==> config.mk <==
export PLATFORM = sky130hd
export DESIGN_NAME = delay_store
export DESIGN_NICKNAME = d
export VERILOG_FILES = /design/src/rtl/delay_store.sv
export SDC_FILE = /design/constraint.sdc
export NUM_CORES = 1
export LEC_CHECK = 0
export ABC_CLOCK_PERIOD_IN_PS = 5900
export CORE_AREA = 2 2 152 154
export CTS_BUF_LIST = sky130_fd_sc_hd__clkbuf_8
export DETAILED_ROUTE_END_ITERATION = 6
export DIE_AREA = 0 0 154 156
export SETUP_SLACK_MARGIN = 0.02
export SLEW_MARGIN = 20
export SYNTH_ARGS = -nofsm -noshare
export SYNTH_HDL_FRONTEND = slang
export SYNTH_SLANG_ARGS = --single-unit
==> constraint.sdc <==
create_clock -name clk -period 5.9 [get_ports clk]
set_input_delay 1.77 -clock clk [delete_from_list [all_inputs] [get_ports clk]]
set_output_delay 1.77 -clock clk [all_outputs]
set_load 0.05 [all_outputs]
==> src/rtl/delay_store.sv <==
// Programmable-delay sample store: DEPTH-stage shift pipeline with per-stage valid tags,
// a combinational read tap, a maintained occupancy count and a registered drop pulse.
module delay_store #(
  parameter int WIDTH = 32,
  parameter int DEPTH = 4,
  parameter int TAP_W = ($clog2(DEPTH) > 0) ? $clog2(DEPTH) : 1,
  parameter int CNT_W = $clog2(DEPTH + 1)
) (
  input  logic             clk,
  input  logic             rst,
  input  logic             en,
  input  logic             flush,
  input  logic [WIDTH-1:0] in_data,
  input  logic             in_valid,
  input  logic [TAP_W-1:0] tap,
  output logic [WIDTH-1:0] out_data,
  output logic             out_valid,
  output logic [CNT_W-1:0] count,
  output logic             dropped
);

  logic [WIDTH-1:0] stg_data [DEPTH];
  logic [DEPTH-1:0] stg_vld;
  logic [CNT_W-1:0] count_q;
  logic             dropped_q;

  // Shift stages: stage 0 takes the new sample, the oldest falls off the end
  always_ff @(posedge clk or posedge rst) begin
    if (rst) begin
      for (int i = 0; i < DEPTH; i++) begin
        stg_data[i] <= '0;
      end
      stg_vld   <= '0;
      count_q   <= '0;
      dropped_q <= 1'b0;
    end else if (flush) begin
      for (int i = 0; i < DEPTH; i++) begin
        stg_data[i] <= '0;
      end
      stg_vld   <= '0;
      count_q   <= '0;
      dropped_q <= 1'b0;
    end else if (en) begin
      stg_data[0] <= in_data;
      stg_vld[0]  <= in_valid;
      for (int i = 1; i < DEPTH; i++) begin
        stg_data[i] <= stg_data[i-1];
        stg_vld[i]  <= stg_vld[i-1];
      end
      // Entering and leaving valid samples cancel, keeping the count within 0..DEPTH
      count_q   <= count_q + CNT_W'(in_valid) - CNT_W'(stg_vld[DEPTH-1]);
      dropped_q <= stg_vld[DEPTH-1];
    end else begin
      dropped_q <= 1'b0;
    end
  end

  // Read tap: same-cycle mux, out-of-range taps read as an empty stage
  always_comb begin
    out_data  = '0;
    out_valid = 1'b0;
    for (int i = 0; i < DEPTH; i++) begin
      if (tap == TAP_W'(i)) begin
        out_data  = stg_data[i];
        out_valid = stg_vld[i];
      end
    end
  end

  assign count   = count_q;
  assign dropped = dropped_q;

endmodule

==> results.md, run 1 <==
- Run status: finished, final reports clean
- Setup bufs post-CTS: 0
- CP Max Fanout: 33
- Syn Nets: 532
- Clk sink count: 136
- CTS Buf Count: 17
- Final core occ: 34.3%
- Clock slew at reported path FFs: 80 ps
- CTS Hold Bufs: 0
- Largest net degree at the start of global routing: 91
- Initial antenna violation count: 0
- Tcrit/Tclk final: 89.0%
- Synth warnings: 0
- DR vias: 3883
- Die width: 154 um
- Register area share after synthesis: 53.3%
- Hold Vio Cnt, Final: 0
- Peak supply drop: 110 uV
- Setup Viol. Count Final: 0
- Leakage: 0.00368 uW
- Number of nets with antenna violations after routing: 0
- I/O Buffers: 75
- Ports: 76
- Vias per cell: 4.56
- Rel. slew slack: 38.5%
- Top post-synthesis cells by area: dfrtp_1, mux2i_1, mux4_2
- Worst Path Arrival: 3480 ps
- Critical Path Max Stage Delay: 720 ps
- Hold_ws: 520 ps
- Post-Synthesis Cells: 490
- Die Span Y: 156 um
- Pre-antenna DRT Iters: 4
- Worst Hold Class: reg -> reg
- Flops & latches, synth: 136
- Post-route setup TNS: 0 ps
- Post-synth cell types: 19
- Drt total wl: 12.8 mm
- Max-Cap Viols: 0
- DIE AREA: 24000 um2
- Vias in the first global route: 4147
- Initial core utilization: 28.5%
- Fin crit period: 5250 ps
- Core outline area: 22400 um2
- Layout cells sized above 1: 13.4%
- WP buf/inv: 3
- H-tree depth: 4
- Worst R2R Setup Slack: 3870 ps
- Post-synth top area cell: dfrtp_1
- Post_cts resized: 0
- Avg Synthesized Cell Area: 13.0 um2
- Antenna Cells: 0
- Worst Clk Skew: 9.01 ps
- Setup CP Type: in -> out
- Slowest stage cell, crit path: clkdlybuf4s50_1
- Mapped Area: 6380 um2
- Required time worst endpoint: 4130 ps
- Crit. End Element: output port
- Post-layout nets: 595
- CTS tree: yes
- CP cell instances: buf_2 > buf_12 > mux4_1 > clkdlybuf4s50_1
- Max Slew Vio Count: 0
- Post-DP HPWL: 7.99 mm
- Grt total ovfl: 0
- Overall Power: 1980 uW
- Clock latency on the worst-skew pair: 440 ps
- Detailed Route Iter0 Violations: 117
- First-pass GRT wire length: 21.7 mm
- Drc violations: 0
- Std-Cell Rows: 55
- Worst slew pin tran: 923 ps
- Max Clock Freq: 190 MHz
- Clock buffer depth: 2
- Clock root buffer: clkbuf_8
- Leading cell types in the layout, fill and taps excluded: nor2_1, dfrtp_1, mux2i_1, clkdlybuf4s50_1, mux4_2
- Cell area power density: 259 nW/um2
- Post-synth top area share: 53.3%
- Wire length per cell: 15.0 um
- RSZ-0062 raised after global routing: false
- Setup crit start kind: input port
- Layout area overhead: 20.1%
- Aggregate global-route resource usage: 11.4%
- Critical path's top delay family: buffers and inverters
- Routability Congestion: 0.689
Yosys cell counts (all sizes together):
| library cell | count |
|---|---|
| nand2b | 1 |
| mux4 | 33 |
| buf | 30 |
| inv | 5 |
| nand2 | 1 |
| mux2i | 134 |
| fa | 1 |
| clkbuf | 8 |
| ha | 2 |
| a31o | 1 |
| xor2 | 1 |
| a21oi | 1 |
| dfrtp | 136 |
| nor2 | 136 |
layer usage:
metal  GRT usage, %  vias up  routed length, um
met5              0        -                  0
met1           14.5     1967               5900
met4           4.14        0                197
li1               -     1829                  -
met3           3.36       14                495
met2           18.6       73               6210
worst min-delay path, stage by stage, from the launching register on:
cell and delay (ps):
dfrtp_1 350, mux2i_1 60, nor2_1 70
flip-flops by register name, summed over array words and instances, names as in the netlist:
register,count
count,3
stg_data,128
dropped,1
stg_vld,4
report_power, final:
| part | internal (uW) | leakage (uW) | total, uW | switching (uW) |
|---|---|---|---|---|
| sequential | 958 | 0.00187 | 978 | 20.5 |
| combinational | 103 | 0.00163 | 241 | 138 |
| clock | 377 | 0.000194 | 765 | 388 |
| total | 1440 | 0.00368 | 1980 | 546 |
final timing paths:
check | start | to | cells after the start
hold / removal | stg_data[30] | stg_data[30] | 2
setup reg to reg | count[0] | count[2] | 9
hold reg to reg | stg_data[30] | stg_data[30] | 2
min in group asynchronous | rst | stg_data[20] | 2
max in group asynchronous | rst | stg_data[0] | 3
setup / recovery | tap[0] | out_data[5] | 4
stage by stage:
| step | instances | area (um2) | worst slack, ps |
|---|---|---|---|
| CTS | 851 | 7670 | 605 |
| floorplan | 490 | 6380 | 491 |
| finish | 851 | 7670 | 650 |
| detailed placement | 819 | 7280 | 626 |
| global placement | 819 | 7280 | 627 |
| global route | 851 | 7670 | 564 |
final cells by class:
| class | count | area [um2] |
|---|---|---|
| Timing Repair Buffer | 82 | 812 |
| Tap cell | 285 | 357 |
| Inverter | 5 | 23.8 |
| Multi-Input combinational cell | 311 | 2680 |
| Fill cell | 2198 | 14700 |
| Clock inverter | 15 | 154 |
| Clock buffer | 17 | 234 |
| Sequential cell | 136 | 3400 |
cell families after synthesis:
| logic type | Yosys count | share of synthesized area, % |
|---|---|---|
| DFF | 136 | 53.3 |
| xor gates and xnor gates | 1 | 0.137 |
| and+or+nand+nor | 138 | 8.15 |
| muxes | 167 | 32.8 |
| adders and majority gates | 3 | 0.705 |
| AOI/OAI and AO/OA | 2 | 0.216 |
| buffers and inverters | 43 | 4.66 |
No activity file was read; power rests on OpenSTA's default activity.
==> run 2: changes to the inputs <==
--- a/config.mk
+++ b/config.mk
@@ -10,6 +10,7 @@
 export CTS_BUF_LIST = sky130_fd_sc_hd__clkbuf_8
 export DETAILED_ROUTE_END_ITERATION = 6
 export DIE_AREA = 0 0 154 156
+export GPL_TIMING_DRIVEN = 0
 export SETUP_SLACK_MARGIN = 0.02
 export SLEW_MARGIN = 20
 export SYNTH_ARGS = -nofsm -noshare
==> run 2 against run 1 <==
Register-to-register slack better by 40 ps. Critical path depth is 1 higher. Global-route usage is 2.5 points higher. Critical endpoint is now out_data[26]. Largest cell class unchanged.
==> results.md, run 2 (synthesis results as in run 1) <==
- Setup bufs post-CTS: 0 (unchanged)
- Std-Cell Rows: 55 (unchanged)
- Overall Power: 2060 uW (was 1980 uW)
- Clock buffer depth: 2 (unchanged)
- Most common cell on crit path: buf_4
- First-pass GRT wire length: 25.6 mm (was 21.7 mm)
- Clock root buffer: clkbuf_8 (unchanged)
- Clock slew at reported path FFs: 80 ps (about the same)
- Crit. End Element: output port (unchanged)
- Die Span Y: 156 um (unchanged)
- Worst R2R Start: count[0] (unchanged)
- Run status: finished, final reports clean (unchanged)
- Setup Viol. Count Final: 0 (unchanged)
- Pre-antenna DRT Iters: 5 (was 4)
- Drt total wl: 15.9 mm (was 12.8 mm)
- I/O Buffers: 72 (was 75)
- Layout cells sized above 1: 15.8% (was 13.4%)
- Aggregate global-route resource usage: 13.9% (was 11.4%)
- Post-DP HPWL: 10.8 mm (was 7.99 mm)
- Initial core utilization: 28.5% (unchanged)
- Wire length per cell: 18.0 um (was 15.0 um)
- Post-layout nets: 624 (was 595)
- Tcrit/Tclk final: 88.8% (was 89.0%)
- Endpoint, Worst Hold: stg_data[15] (was stg_data[30])
- Hold Vio Cnt, Final: 0 (unchanged)
- Leakage: 0.00381 uW (was 0.00368 uW)
- Reg power frac: 47.6% (was 49.3%)
- Leading cell types in the layout, fill and taps excluded: nor2_1, dfrtp_1, mux2i_1, clkdlybuf4s50_1, mux4_2 (unchanged)
- Core outline area: 22400 um2 (unchanged)
- Required time worst endpoint: 4130 ps (about the same)
- Peak supply drop: 137 uV (was 110 uV)
- RSZ-0062 raised after global routing: false (unchanged)
- DR vias: 4097 (was 3883)
- Fin crit period: 5240 ps (was 5250 ps)
- Clk pwr share: 39.6% (was 38.6%)
- Ports: 76 (unchanged)
- Largest net degree at the start of global routing: 81 (was 91)
- CP cell instances: buf_4 > buf_4 > buf_6 > mux4_2 > clkdlybuf4s50_1 (was buf_2 > buf_12 > mux4_1 > clkdlybuf4s50_1)
- Setup crit start kind: input port (unchanged)
- Hold_ws: 518 ps (was 520 ps)
- Setup CP Type: in -> out (unchanged)
- Sw frac: 27.0% (was 27.5%)
- CP Max Fanout: 10 (was 33)
- Post_cts resized: 0 (unchanged)
- Critical path's top delay family: buffers and inverters (unchanged)
- Worst slew pin tran: 622 ps (was 923 ps)
- Worst Clk Skew: 6.33 ps (was 9.01 ps)
- Power Internal: 1500 uW (was 1440 uW)
- Rel. slew slack: 58.5% (was 38.5%)
- Max Slew Vio Count: 0 (unchanged)
- Worst R2R Setup Slack: 3910 ps (was 3870 ps)
- CTS Hold Bufs: 0 (unchanged)
- Vias per cell: 4.66 (was 4.56)
- Critical Path Max Stage Delay: 730 ps (was 720 ps)
- Number of nets with antenna violations after routing: 0 (unchanged)
- R2R depth: 9 (unchanged)
- Initial antenna violation count: 0 (unchanged)
- WP buf/inv: 4 (was 3)
- Drc violations: 0 (unchanged)
- Worst Path Arrival: 3470 ps (was 3480 ps)
- Grt total ovfl: 0 (unchanged)
- Logic pwr share: 12.9% (was 12.1%)
- Switching pwr: 556 uW (was 546 uW)
- Hold Path Stages: 2 (unchanged)
- Layout area overhead: 24.0% (was 20.1%)
- DIE AREA: 24000 um2 (unchanged)
- Die width: 154 um (unchanged)
- Max Clock Freq: 191 MHz (was 190 MHz)
- Reg2reg end: count[2] (unchanged)
- Routability Congestion: 0.734 (was 0.689)
- Detailed Route Iter0 Violations: 187 (was 117)
- CTS tree: yes (unchanged)
- Cell area power density: 260 nW/um2 (was 259 nW/um2)
- Slowest stage cell, crit path: clkdlybuf4s50_1 (unchanged)
- Biggest register: stg_data (unchanged)
- Max reg flops: 128 (unchanged)
- Max-Cap Viols: 0 (unchanged)
- Vias in the first global route: 4539 (was 4147)
- Antenna Cells: 0 (unchanged)
- Clk sink count: 136 (unchanged)
- Hold Path Origin: stg_data[15] (was stg_data[30])
- Clock latency on the worst-skew pair: 450 ps (was 440 ps)
- Worst Hold Class: reg -> reg (unchanged)
- H-tree depth: 4 (unchanged)
- CTS Buf Count: 17 (unchanged)
## run 2: cell types whose count changed in the layout (fill, tap and decap cells not counted)
cell	previous run	this run
buf_4	8	16
clkinv_2	3	2
inv_8	0	2
bufinv_16	2	3
inv_6	4	2
buf_2	2	8
clkdlybuf4s50_1	69	72
clkbuf_8	17	18
buf_6	1	3
clkinv_4	3	2
buf_8	0	1
buf_16	0	1
clkbuf_1	0	8
## run 2: worst register-to-register path, stage by stage (launching register included)
cell and delay (ps):
dfrtp_1 420, inv_1 70, ha_1 280, inv_1 60, ha_1 130, inv_1 50
fa_1 410, xor2_1 180, a21oi_1 90, a31o_2 210
## run 2: worst max path at each step
stage	start	endpoint	slack (ps)	cells after the start
detailed placement	tap[1]	out_data[22]	670	5
global placement	rst	stg_data[2]	-1250	2
finish	tap[1]	out_data[26]	660	5
floorplan	rst	count[0]	490	1
CTS	tap[1]	out_data[26]	650	5
global route	tap[1]	out_data[26]	630	5
## run 2: final cells by class
class,instances,area [um2]
Fill cell,2205,14400
Clock buffer,18,248
Inverter,5,26.3
Clock inverter,14,173
Buffer,38,279
Sequential cell,136,3400
Multi-Input combinational cell,311,2680
Timing Repair Buffer,73,748
Tap cell,285,357
## run 2: power groups by stage
stage	sequential [uW]	clock [uW]	combinational [uW]
floorplan	995	0	176
detailed placement	998	0	270
CTS	980	837	271
global placement	997	0	263
global route	984	879	287
finish	980	815	265
## run 2: stage by stage
step                      setup TNS (ps)  instance area (um2)  std cells  util, %  setup WS (ps)
final                                  0                 7920        880     35.4            660
after global routing                   0                 7920        880     35.4            629
after CTS                              0                 7920        880     35.4            655
after detailed placement               0                 7500        848     33.5            668
after global placement           -168640                 7460        847     33.4          -1250
after floorplan                        0                 6380        490        -            491
## run 2: metal layers
metal  wire length, um  part of all wire (%)  global-route usage [%]
met5                 0                     0                       0
met4               175                   1.1                    3.56
met3               764                   4.8                    4.17
met2              7860                    50                    23.5
met1              7060                    45                    17.6
==> variant, RTL diff (config.mk and constraints of run 2) <==
The parameter `WIDTH` goes from 32 to 48.
--- a/src/rtl/delay_store.sv
+++ b/src/rtl/delay_store.sv
@@ -3,3 +3,3 @@
 module delay_store #(
-  parameter int WIDTH = 32,
+  parameter int WIDTH = 48,
   parameter int DEPTH = 4,
Ports: changed (resized in_data and out_data); port bits go from 76 to 108. No check against the original RTL was run, so the function may have changed too.
==> variant against run 2 <==
- design area increased by 44%
- core utilization increased by 16 points
- total power increased by 37%
- first-iteration DRC count increased by 44%
- count of clock-buffer cells in the layout increased by 1
- routed wire length increased by 41%
- die area unchanged
- final cell count increased by 30%
- area after synthesis increased by 47%
- sequential share of layout area increased by 0.91 points
- largest power group unchanged
- non-clock buffer count increased by 56
- critical path depth decreased by 1
- worst setup slack got worse by 510 ps
- sequential cell count increased by 64
==> variant: results (changes against run 2) <==
gp_congestion: 0.768  # +4.7%
status: "completed"
fillers: 1941  # -12%
grt_max_degree: 36  # -56%
total_leakage_power_uw: 0.00553  # +45%
async_flop_share_pct: 100  # unchanged
synth_nets: 773  # +45%
grt_usage_pct: 19.7  # +5.8 points
largest_reg_flops: 192  # +50%
final.setup_skew_ps: 9.36  # +3.03 ps
grt_pass1_wl_um: 36700  # +44%
drt-met1-wl_um: 10100  # +42%
final_cells: 1144  # +30%
arrival_ps: 3980  # +510 ps
ys_types: 17  # -2
slew_headroom_pct: 59.7  # +1.2 points
grt_pass1_vias: 6646  # +46%
synth_cells: 715  # +46%
yosysSeqAreaShare_pct: 53.2  # -0.089 points
first_iter_violations: 269  # +44%
nets: 904  # +45%
max-vdd-ir-drop_mv: 0.148  # +8.2%
cts_made_buffers: 17  # unchanged
wl_met2_um: 11300  # +44%
vias: 5996  # +46%
clk_pin_slew_worst_paths_ps: 100  # +20 ps
wl_per_cell_um: 19.6  # +8.8%
antenna_cells: 0  # unchanged
synth_area_leaders: "dfrtp_1 53%, mux2i_1 21%, mux4_2 11%"
antenna_left: 0  # unchanged
hpwl_um: 15300  # +42%
portBuffers: 106  # +47%
clock_path_buffers: 2  # unchanged
route.met3.wl_um: 699  # -8.5%
worst_path_max_delay_cell: "clkdlybuf4s50_1"
drive_gt1_share_pct: 15.4  # -0.43 points
synth_common_cells: "200 x dfrtp_1, 200 x nor2_1, 198 x mux2i_1, 47 x mux4_2, 30 x buf_6"
==> variant: cell count changes after synthesis <==
cell,before,now
buf_4,16,4
mux4_2,30,47
buf_8,1,0
buf_2,8,11
dfrtp_1,136,200
buf_12,2,0
clkbuf_1,8,10
buf_6,3,30
mux4_1,3,2
mux2i_1,134,198
nor2_1,136,200
==> variant: worst reg2reg max path, cell delays in order, from the launching register on <==
cell and delay [ps]:
dfrtp_1 400, inv_1 60, ha_1 280, inv_1 60, ha_1 140, inv_1 50, fa_1 410, xor2_1 210
a21oi_1 90, a31o_2 210
==> variant: where the power goes <==
part           total (uW)  switching (uW)  internal, uW
clock network         981             491           489
logic                 397             222           174
registers            1440            31.9          1410
total                2820             746          2070
==> variant: worst paths after layout <==
check	from	endpoint	slack, ps	depth (start not counted)
setup / recovery	tap[1]	out_data[5]	150	4
hold / removal	stg_data[31]$_DFFE_PP0P_	stg_data[31]$_DFFE_PP0P_	520	2
setup reg to reg	count[0]$_DFFE_PP0P_	count[2]$_DFFE_PP0P_	3890	9
hold reg to reg	stg_data[31]$_DFFE_PP0P_	stg_data[31]$_DFFE_PP0P_	520	2
max in group asynchronous	rst	stg_data[18]$_DFFE_PP0P_	3450	4
min in group asynchronous	rst	stg_data[186]$_DFFE_PP0P_	1670	2
==> variant: through the flow <==
stage / utilization (%) / worst slack, ps / instance area, um^2
finish: 51.0 / 154 / 11400
detailed placement: 48.9 / 141 / 10900
floorplan: - / 1540 / 9410
CTS: 51.0 / 136 / 11400
global route: 51.0 / 94.9 / 11400
global placement: 48.4 / 110 / 10800
==> variant: layout make-up <==
class	instances	area, um^2	share of cell area, %
Clock buffer	19	262	2.29
Clock inverter	13	193	1.69
Multi-Input combinational cell	455	3920	34.4
Buffer	55	460	4.04
Inverter	5	22.5	0.198
Tap cell	285	357	3.13
Timing Repair Buffer	112	1180	10.4
Sequential cell	200	5000	43.9
==> variant: kinds of logic after synthesis <==
kind of cell             Yosys count  share of synthesized area [%]
AND/OR/NAND/NOR                  202                           8.09
adder cells (fa/ha/maj)            3                          0.479
buffers and inverters             60                           5.10
AO/OA/AOI/OAI                      2                          0.146
multiplexers                     247                           32.9
XOR/XNOR                           1                         0.0931
flip-flops                       200                           53.2
==> variant: per-layer routing <==
metal  vias to the layer above  global-route usage (%)
li1                       2732                       -
met2                       109                    33.4
met4                         0                    6.45
met3                        20                    2.94
met5                         -                       0
met1                      3135                    26.2
